`config.mk`:
```
export PLATFORM = sky130hd
export DESIGN_NAME = key_press_classifier
export DESIGN_NICKNAME = d
export VERILOG_FILES = /design/src/rtl/key_press_classifier.sv
export SDC_FILE = /design/constraint.sdc
export NUM_CORES = 1
export LEC_CHECK = 0
export BUFFER_PORTS_ARGS = -buffer_cell sky130_fd_sc_hd__buf_2
export CORE_ASPECT_RATIO = 1.1
export CORE_MARGIN = 1.5
export CORE_UTILIZATION = 55
export DETAILED_ROUTE_END_ITERATION = 7
export PLACE_DENSITY = 0.73
export RECOVER_POWER = 25
export SLEW_MARGIN = 20
export SYNTH_ARGS = -nofsm -noshare
export SYNTH_HDL_FRONTEND = slang
export SYNTH_SLANG_ARGS = --single-unit
```
`constraint.sdc`:
```
create_clock -name CLOCK_50Mhz -period 2 [get_ports CLOCK_50Mhz]
set_input_delay 0.4 -clock CLOCK_50Mhz [delete_from_list [all_inputs] [get_ports CLOCK_50Mhz]]
set_output_delay 0.4 -clock CLOCK_50Mhz [all_outputs]
set_load 0.05 [all_outputs]
```
`src/rtl/key_press_classifier.sv`:
```
// Pushbutton front end: sync, debounce, hold timing, press classification.
// Emits a one-cycle press_valid on release and latches mode for the shifter.
module key_press_classifier #(
  parameter int unsigned DEB_CYCLES   = 1_000_000,
  parameter int unsigned TICK_DIV     = 5_000_000,
  parameter int unsigned MEDIUM_TICKS = 30,
  parameter int unsigned LONG_TICKS   = 50
) (
  input  logic       CLOCK_50Mhz,
  input  logic       RESET_N,
  input  logic       KEY_N,
  output logic       pressed,
  output logic [7:0] hold_ticks,
  output logic       press_valid,
  output logic [1:0] press_class,
  output logic [1:0] mode
);

  localparam int DW = $clog2(DEB_CYCLES + 1);
  localparam int PW = $clog2(TICK_DIV + 1);

  localparam logic [DW-1:0] DEB_LAST  = DW'(DEB_CYCLES - 1);
  localparam logic [PW-1:0] TICK_LAST = PW'(TICK_DIV - 1);
  localparam logic [8:0]    MED_T     = 9'(MEDIUM_TICKS);
  localparam logic [8:0]    LONG_T    = 9'(LONG_TICKS);

  localparam logic [0:0] S_IDLE    = 1'b0;
  localparam logic [0:0] S_PRESSED = 1'b1;

  localparam logic [1:0] CLS_SHORT = 2'b00;
  localparam logic [1:0] CLS_MED   = 2'b01;
  localparam logic [1:0] CLS_LONG  = 2'b10;

  logic          key_s1;
  logic          key_s2;
  logic          deb_level;
  logic [DW-1:0] deb_cnt;
  logic [0:0]    state;
  logic [PW-1:0] presc;
  logic [1:0]    cls;
  logic [8:0]    hold9;

  always_ff @(posedge CLOCK_50Mhz or negedge RESET_N) begin
    if (!RESET_N) begin
      key_s1 <= 1'b1;
      key_s2 <= 1'b1;
    end else begin
      key_s1 <= KEY_N;
      key_s2 <= key_s1;
    end
  end

  // Level flips only after DEB_CYCLES consecutive disagreeing samples.
  always_ff @(posedge CLOCK_50Mhz or negedge RESET_N) begin
    if (!RESET_N) begin
      deb_level <= 1'b1;
      deb_cnt   <= '0;
    end else if (key_s2 == deb_level) begin
      deb_cnt   <= '0;
    end else if (deb_cnt == DEB_LAST) begin
      deb_level <= key_s2;
      deb_cnt   <= '0;
    end else begin
      deb_cnt   <= deb_cnt + 1'b1;
    end
  end

  assign pressed = ~deb_level;
  assign hold9   = {1'b0, hold_ticks};

  always_comb begin
    cls = CLS_SHORT;
    unique case (1'b1)
      (hold9 >= LONG_T):                  cls = CLS_LONG;
      (hold9 >= MED_T && hold9 < LONG_T): cls = CLS_MED;
      (hold9 < MED_T):                    cls = CLS_SHORT;
      default:                            cls = CLS_SHORT;
    endcase
  end

  // A tick wrap on the release edge is dropped: release wins.
  always_ff @(posedge CLOCK_50Mhz or negedge RESET_N) begin
    if (!RESET_N) begin
      state       <= S_IDLE;
      presc       <= '0;
      hold_ticks  <= '0;
      press_valid <= 1'b0;
      press_class <= CLS_SHORT;
      mode        <= CLS_SHORT;
    end else begin
      press_valid <= 1'b0;
      case (state)
        S_IDLE: begin
          if (pressed) begin
            state      <= S_PRESSED;
            presc      <= '0;
            hold_ticks <= '0;
          end
        end
        S_PRESSED: begin
          if (!pressed) begin
            state       <= S_IDLE;
            press_valid <= 1'b1;
            press_class <= cls;
            mode        <= cls;
          end else if (presc == TICK_LAST) begin
            presc <= '0;
            if (hold_ticks != 8'hFF)
              hold_ticks <= hold_ticks + 1'b1;
          end else begin
            presc <= presc + 1'b1;
          end
        end
        default: state <= S_IDLE;
      endcase
    end
  end

endmodule

```
==> results of run 1 <==
[layer usage]
| metal | share of wire [%] | vias to the layer above |
|---|---|---|
| met4 | 1.5 | 0 |
| met2 | 51 | 48 |
| met3 | 3.7 | 8 |
| met5 | 0 | - |
| met1 | 44 | 1154 |
| li1 | - | 1191 |
[flip-flops by register name, indices dropped and copies added, names as in the netlist]
signal,count
deb_cnt,20
deb_level,1
key_s1,1
state,1
hold_ticks,8
press_valid,1
mode,2
presc,23
key_s2,1
[per-stage QoR]
step	instances	TNS, ps
after global placement	410	0
after global routing	433	-34.26
after floorplan	311	0
after detailed placement	410	0
after CTS	427	0
final	433	0
[kinds of logic after synthesis]
| logic type | Yosys count | synth area share [%] |
|---|---|---|
| multiplexers | 2 | 0.7101 |
| AO/OA/AOI/OAI | 35 | 8.480 |
| flip-flops | 58 | 48.58 |
| XOR/XNOR | 31 | 9.064 |
| AND/OR/NAND/NOR | 163 | 28.74 |
| buffers and inverters | 18 | 2.757 |
| adder cells (fa/ha/maj) | 4 | 1.671 |
[synthesized netlist by cell type (2+ instances only)]
cell type / instances
nand2_1: 31
dfstp_2: 3
and2_1: 4
a41o_1: 2
dfrtp_1: 55
nor3_1: 12
a31oi_1: 3
o311ai_1: 3
o21ai_0: 3
xnor2_1: 9
buf_2: 3
xor2_1: 22
nor4_1: 4
clkbuf_1: 3
ha_1: 4
o21ai_1: 5
nand3_1: 23
nor4b_1: 3
or3_1: 2
nand4_1: 13
and3_1: 8
and4_1: 4
o31ai_1: 2
nor2_1: 44
inv_1: 9
a21oi_1: 6
buf_4: 3
o211ai_1: 2
[area by class of cell]
type,instances,area [um^2],share of cell area [%]
clock buffers,10,127.6,3.626
repair buffers,40,284.0,8.070
clock inverters,6,57.56,1.635
inverters,9,37.54,1.066
flip-flops and latches,58,1455,41.34
well taps,75,93.84,2.666
multi-input cells,235,1464,41.59
[worst reg2reg max path, cell delays in order (launching register included)]
cell and delay [ps]:
dfrtp_1 420, ha_1 250, and3_1 200, and4_1 210, a21oi_4 230, nand2_1 170, o311ai_1 290
[what timing repair did]
item,in CTS,in global routing
endpoints found under the setup margin,0,6
endpoints found under the hold margin,7,0
gates resized for setup,0,2
setup buffers,0,6
hold buffers,1,0
[worst paths after layout]
path | start | endpoint | slack (ps) | cells past startpoint
hold reg to reg | key_s1 | key_s2 | 360 | 0
hold / removal | KEY_N | key_s1 | 160 | 1
setup / recovery | deb_level | pressed | 80 | 2
max in group asynchronous | RESET_N | presc[20] | 470 | 3
min in group asynchronous | RESET_N | presc[17] | 550 | 2
setup reg to reg | presc[0] | presc[5] | 120 | 6
[report_power, final]
part | internal (mW) | leakage [nW] | total [mW] | switching (mW)
Sequential | 1.18 | 0.783 | 1.19 | 0.00587
Combinational | 0.0152 | 0.774 | 0.0491 | 0.0339
Clock | 0.566 | 0.0958 | 1.03 | 0.468
==> metrics.yaml, run 1 <==
worst_setup_path:
  critPathMaxFanout: 11
  crit_chain: "clkinvlp_4 -> buf_2"
  crit_required_ps: 1600
  endpoint_kind: "primary output"
  crit_type: "reg2out"
  crit_buf_inv: 2
  critPathTopFamily: "flip-flops"
  start_kind: "register"
  cp_slowest_cell: "dfstp_2"
  critical_path.max_stage_delay_ps: 680
  cp.arrival_ps: 1520
floorplan:
  die_height_um: 80.40
  coreArea_mm2: 0.005325
  rows: 28
  ioPinCount: 17
  start_util_pct: 56.25
  floorplan.die_area_mm2: 0.005899
  die_x_um: 73.37
timing:
  final-max-slew-violation-count: 0
  fin_crit_sh_pct: 96.19
  hold_slack_ps: 160.8
  hold_viol: 0
  max_freq_mhz: 519.8
  period_minus_slack_ps: 1924
  fin_skew_ps: 8.425
  setup_viol: 0
  relSlewSlack_pct: 59.63
  tightest_slew_ps: 600.9
  finalWorstSetupSlack_ps: 76.23
clock_network:
  root_buffer: "clkbuf_8"
  cts_tree: "built"
  clock_latency_ps: 340
  htree_levels: 3
  clockBufferDepth: 2
  clk_pin_slew_ps: 60
  cts-buffers-inserted: 9
  cts_sinks: 58
routing:
  wl_per_cell_um: 14.02
  drt-pass1-iter-count: 4
  vias: 2401
  avgViaCountPerCell: 5.545
  drt_iter0_drc: 136
  ant_nets: 0
  drc: 0
  drt_wl_total_mm: 6.069
logic_synthesis:
  synth-seq-area-share_pct: 48.58
  avgSynthCellArea_um2: 9.631
  synth_cell_type_count: 54
  yosysTopAreaCell: "dfrtp_1"
  synthesis.nets: 318
  ys_top_cells_by_area: "dfrtp_1, xor2_1, nor2_1"
  synth_top_area_share_pct: 45.95
  yosys_warnings: 0
  synthFlopType: "dfrtp_1"
  syn-instance-count: 311
  synth_edf_count: 0
  synth_area_mm2: 0.002995
  synth-async-reset-ratio_pct: 100.0
  ys_ff_latch: 58
cells_and_area:
  syn_to_final_growth_pct: 17.50
  final_util_pct: 66.09
  layout-drive-gt1-share_pct: 19.83
  layout_commonest_cell: "dfrtp_1"
  final_area_mm2: 0.003520
  fill_cells: 460
  diodes: 0
  final_cell_mix: "dfrtp_1, nor2_1, nand2_1"
  nets: 360
power:
  power_density_mw_per_mm2: 645.3
  ir_worst_vdd_mv: 0.5395
  p_leak_nw: 1.652
  power_mw: 2.271
global_routing:
  grt.overflow.total: 0
  grt_first_pass_wirelength_mm: 10.24
  antenna_found_initial: 0
  use_met3_pct: 5.270
  grt_usage_pct: 22.53
  busiest_layer: "met2"
  grt_util_met2_pct: 38.55
  grt_pass1_vias: 2344
  grt_max_degree: 26
  grtUsageMet1_pct: 27.20
outcome:
  outcome: "finished clean"
min_path:
  hold_class: "in2reg"
placement:
  placed_cell_area_mm2: 0.003286
  gp_congestion: 0.8192
  dp_hpwl_mm: 4.251
  dp_slack_ps: 21.19
  port_buffers: 16
run:
  maxCapViolations: 0
(Power assumes the default switching activity.)
==> run 2, diff against run 1 <==
REMOVE_ABC_BUFFERS = 1   (was default)
==> run 2 against run 1 <==
Final cell count down 1.2%. Utilization down 0.12 points. Sequential cell count unchanged. Sequential share of layout area up 0.074 points. Final area down 0.18%. Register-to-register slack worse by 30 ps. Routed wire length up 3.4%. Critical endpoint is now presc[5]. Largest cell class unchanged.
==> metrics.yaml, run 2 (synthesized netlist as in run 1, its figures left out) <==
outcome:
  outcome: "finished clean"
global_routing:
  antenna_found_initial: 0  # unchanged
  grt_first_pass_wirelength_mm: 10.70  # +4.5%
  grt_pass1_vias: 2307  # -1.6%
  grt_usage_pct: 23.95  # +1.4 points
  grt.overflow.total: 0  # unchanged
  grt_max_degree: 59  # +130%
routing:
  vias: 2430  # +1.2%
  wl_per_cell_um: 14.67  # +4.7%
  drt-pass1-iter-count: 4  # unchanged
  drt_iter0_drc: 165  # +21%
  avgViaCountPerCell: 5.678  # +2.4%
  drc: 0  # unchanged
  ant_nets: 0  # unchanged
  drt_wl_total_mm: 6.278  # +3.4%
floorplan:
  ioPinCount: 17  # unchanged
  coreArea_mm2: 0.005325  # unchanged
  rows: 28  # unchanged
  die_height_um: 80.40  # unchanged
  die_x_um: 73.37  # unchanged
  floorplan.die_area_mm2: 0.005899  # unchanged
  start_util_pct: 56.25  # unchanged
timing:
  fin_crit_sh_pct: 95.60  # -0.59 points
  period_minus_slack_ps: 1912  # -11.84 ps
  hold_slack_ps: 162.8  # +2.079 ps
  rsz0062_at_grt: "no"
  max_freq_mhz: 523.0  # +0.62%
  final-max-slew-violation-count: 0  # unchanged
  fin_skew_ps: 11.73  # +3.307 ps
  setup_viol: 0  # unchanged
  tightest_slew_ps: 1376  # +774.8 ps
  fin_setup_tns_ps: 0  # unchanged
  hold_viol: 0  # unchanged
  relSlewSlack_pct: 8.288  # -51 points
worst_setup_path:
  start_kind: "register"
  r2r_end: "presc[5]"
  critPathMaxFanout: 8  # -3
  r2r_slack_ps: 90  # -30 ps
  crit_type: "reg2reg"
  endpoint_kind: "register"
  crit_top_cell: "buf_4"
  crit_required_ps: 2210  # +610 ps
  cp_slowest_cell: "dfrtp_1"
  cp.arrival_ps: 2130  # +610 ps
  critPathTopFamily: "simple AND/OR/NAND/NOR gates"
  critical_path.max_stage_delay_ps: 420  # -260 ps
  rr_worst_depth: 7  # +1
  r2r-start: "presc[16]"
  crit_chain: "nor4b_1 -> buf_4 -> and4_1 -> a21oi_4 -> buf_4 -> nand3_1 -> o311ai_2"
  crit_buf_inv: 2  # unchanged
placement:
  post-place-cells: 411  # +0.24%
  gp_congestion: 0.8660  # +5.7%
  dp_hpwl_mm: 4.250  # about the same
  port_buffers: 16  # unchanged
cells_and_area:
  largest_reg_flops: 23  # unchanged
  layout_commonest_cell: "dfrtp_1"
  final_cell_mix: "dfrtp_1, nor2_1, nand2_1"
  layout-drive-gt1-share_pct: 19.55  # -0.29 points
  syn_to_final_growth_pct: 17.29
  fin_cells: 428  # -1.2%
  fill_cells: 434  # -5.7%
  reg.largest.list: "presc: 23 flops, deb_cnt: 20 flops, hold_ticks: 8 flops"
  diodes: 0  # unchanged
  nets: 355  # -1.4%
  top_register: "presc"
min_path:
  hold_class: "in2reg"
  whs_path_depth: 1  # unchanged
  hold_start: "KEY_N"
  min_to: "key_s1"
clock_network:
  root_buffer: "clkbuf_8"
  cts-buffers-inserted: 9  # unchanged
  clock_latency_ps: 350  # about the same
  htree_levels: 3  # unchanged
  cts_sinks: 58  # unchanged
  clockBufferDepth: 2  # unchanged
  cts_hold_buf: 0  # -1
  clk_pin_slew_ps: 60  # about the same
  cts_tree: "built"
power:
  p_sw_share_pct: 20.75  # -1.6 points
  p_int_mw: 1.919  # +8.9%
  power.switching_mw: 0.5025  # -1.1%
  p_leak_nw: 1.653  # about the same
  power.share.sequential_pct: 49.1  # -3.2 points
  comb_power_share_pct: 1.8  # -0.4 points
  power_density_mw_per_mm2: 689.3  # +6.8%
  ir_worst_vdd_mv: 0.4342  # -20%
  power_frac_clock_pct: 49.1  # +3.5 points
run:
  maxCapViolations: 0  # unchanged
## run 2: changes by cell type in the layout (fill, tap and decap cells not counted), sizes merged
cell and delta:
clkbuf -1, buf -3, bufinv +1, clkinvlp -2, dlygate4sd3 -1, inv +1
## run 2: cell type report
| cell class | count | area (um^2) | share of cell area (%) |
|---|---|---|---|
| clock buffers | 10 | 137.6 | 3.917 |
| repair buffers | 35 | 245.2 | 6.980 |
| flip-flops and latches | 58 | 1455 | 41.42 |
| well taps | 75 | 93.84 | 2.671 |
| multi-input cells | 235 | 1468 | 41.77 |
| inverters | 9 | 33.78 | 0.9615 |
| clock inverters | 6 | 80.08 | 2.279 |
## run 2: worst max-delay path by stage
| stage | start | end | slack [ps] | cells after the start |
|---|---|---|---|---|
| floorplan | hold_ticks[1] | hold_ticks[6] | 30 | 6 |
| global placement | presc[0] | presc[5] | 120 | 6 |
| detailed placement | presc[0] | presc[5] | 100 | 6 |
| CTS | presc[0] | presc[5] | 80 | 6 |
| global route | presc[0] | presc[12] | 7 | 6 |
| finish | presc[16] | presc[5] | 90 | 7 |
## run 2: through the flow
stage / worst slack [ps] / instance area (um^2) / utilization [%] / total power [mW]
2_1_floorplan: 31.21 / 2947 / - / 1.221
3_3_place_gp: 123.4 / 3293 / 61.84 / 1.259
3_5_place_dp: 95.95 / 3293 / 61.84 / 1.260
4_1_cts: 75.49 / 3511 / 65.93 / 2.443
5_1_grt: 6.574 / 3513 / 65.98 / 2.505
6_report: 88.06 / 3513 / 65.98 / 2.422
## run 2: power by group through the flow
| stage | logic [mW] | registers [mW] | clock network [mW] |
|---|---|---|---|
| 2_1_floorplan | 0.0129 | 1.21 | 0 |
| 3_3_place_gp | 0.0500 | 1.21 | 0 |
| 3_5_place_dp | 0.0509 | 1.21 | 0 |
| 4_1_cts | 0.0508 | 1.19 | 1.21 |
| 5_1_grt | 0.0535 | 1.19 | 1.26 |
| 6_report | 0.0441 | 1.19 | 1.19 |
## run 2: timing repair
action / 4_1_cts / 5_1_grt
endpoints found under the setup margin: 0 / 4
endpoints found under the hold margin: 0 / 0
buffers inserted: 0 / 1
gates resized for setup: 0 / 2
## run 2: routing by layer
layer / wire, um / part of all wire, % / GRT usage (%)
met4: 146 / 2.3 / 12.59
met2: 3126 / 50 / 38.82
met3: 193 / 3.1 / 5.019
met1: 2811 / 45 / 29.77
met5: 0 / 0 / 0
## run 2: worst register-to-register path: cells and delay by family (launching register included)
kind / cells / cell delay [ps]
AND/OR/NAND/NOR: 3 / 780
AO/OA/AOI/OAI: 2 / 230
buffers and inverters: 2 / 350
flip-flops: 1 / 420
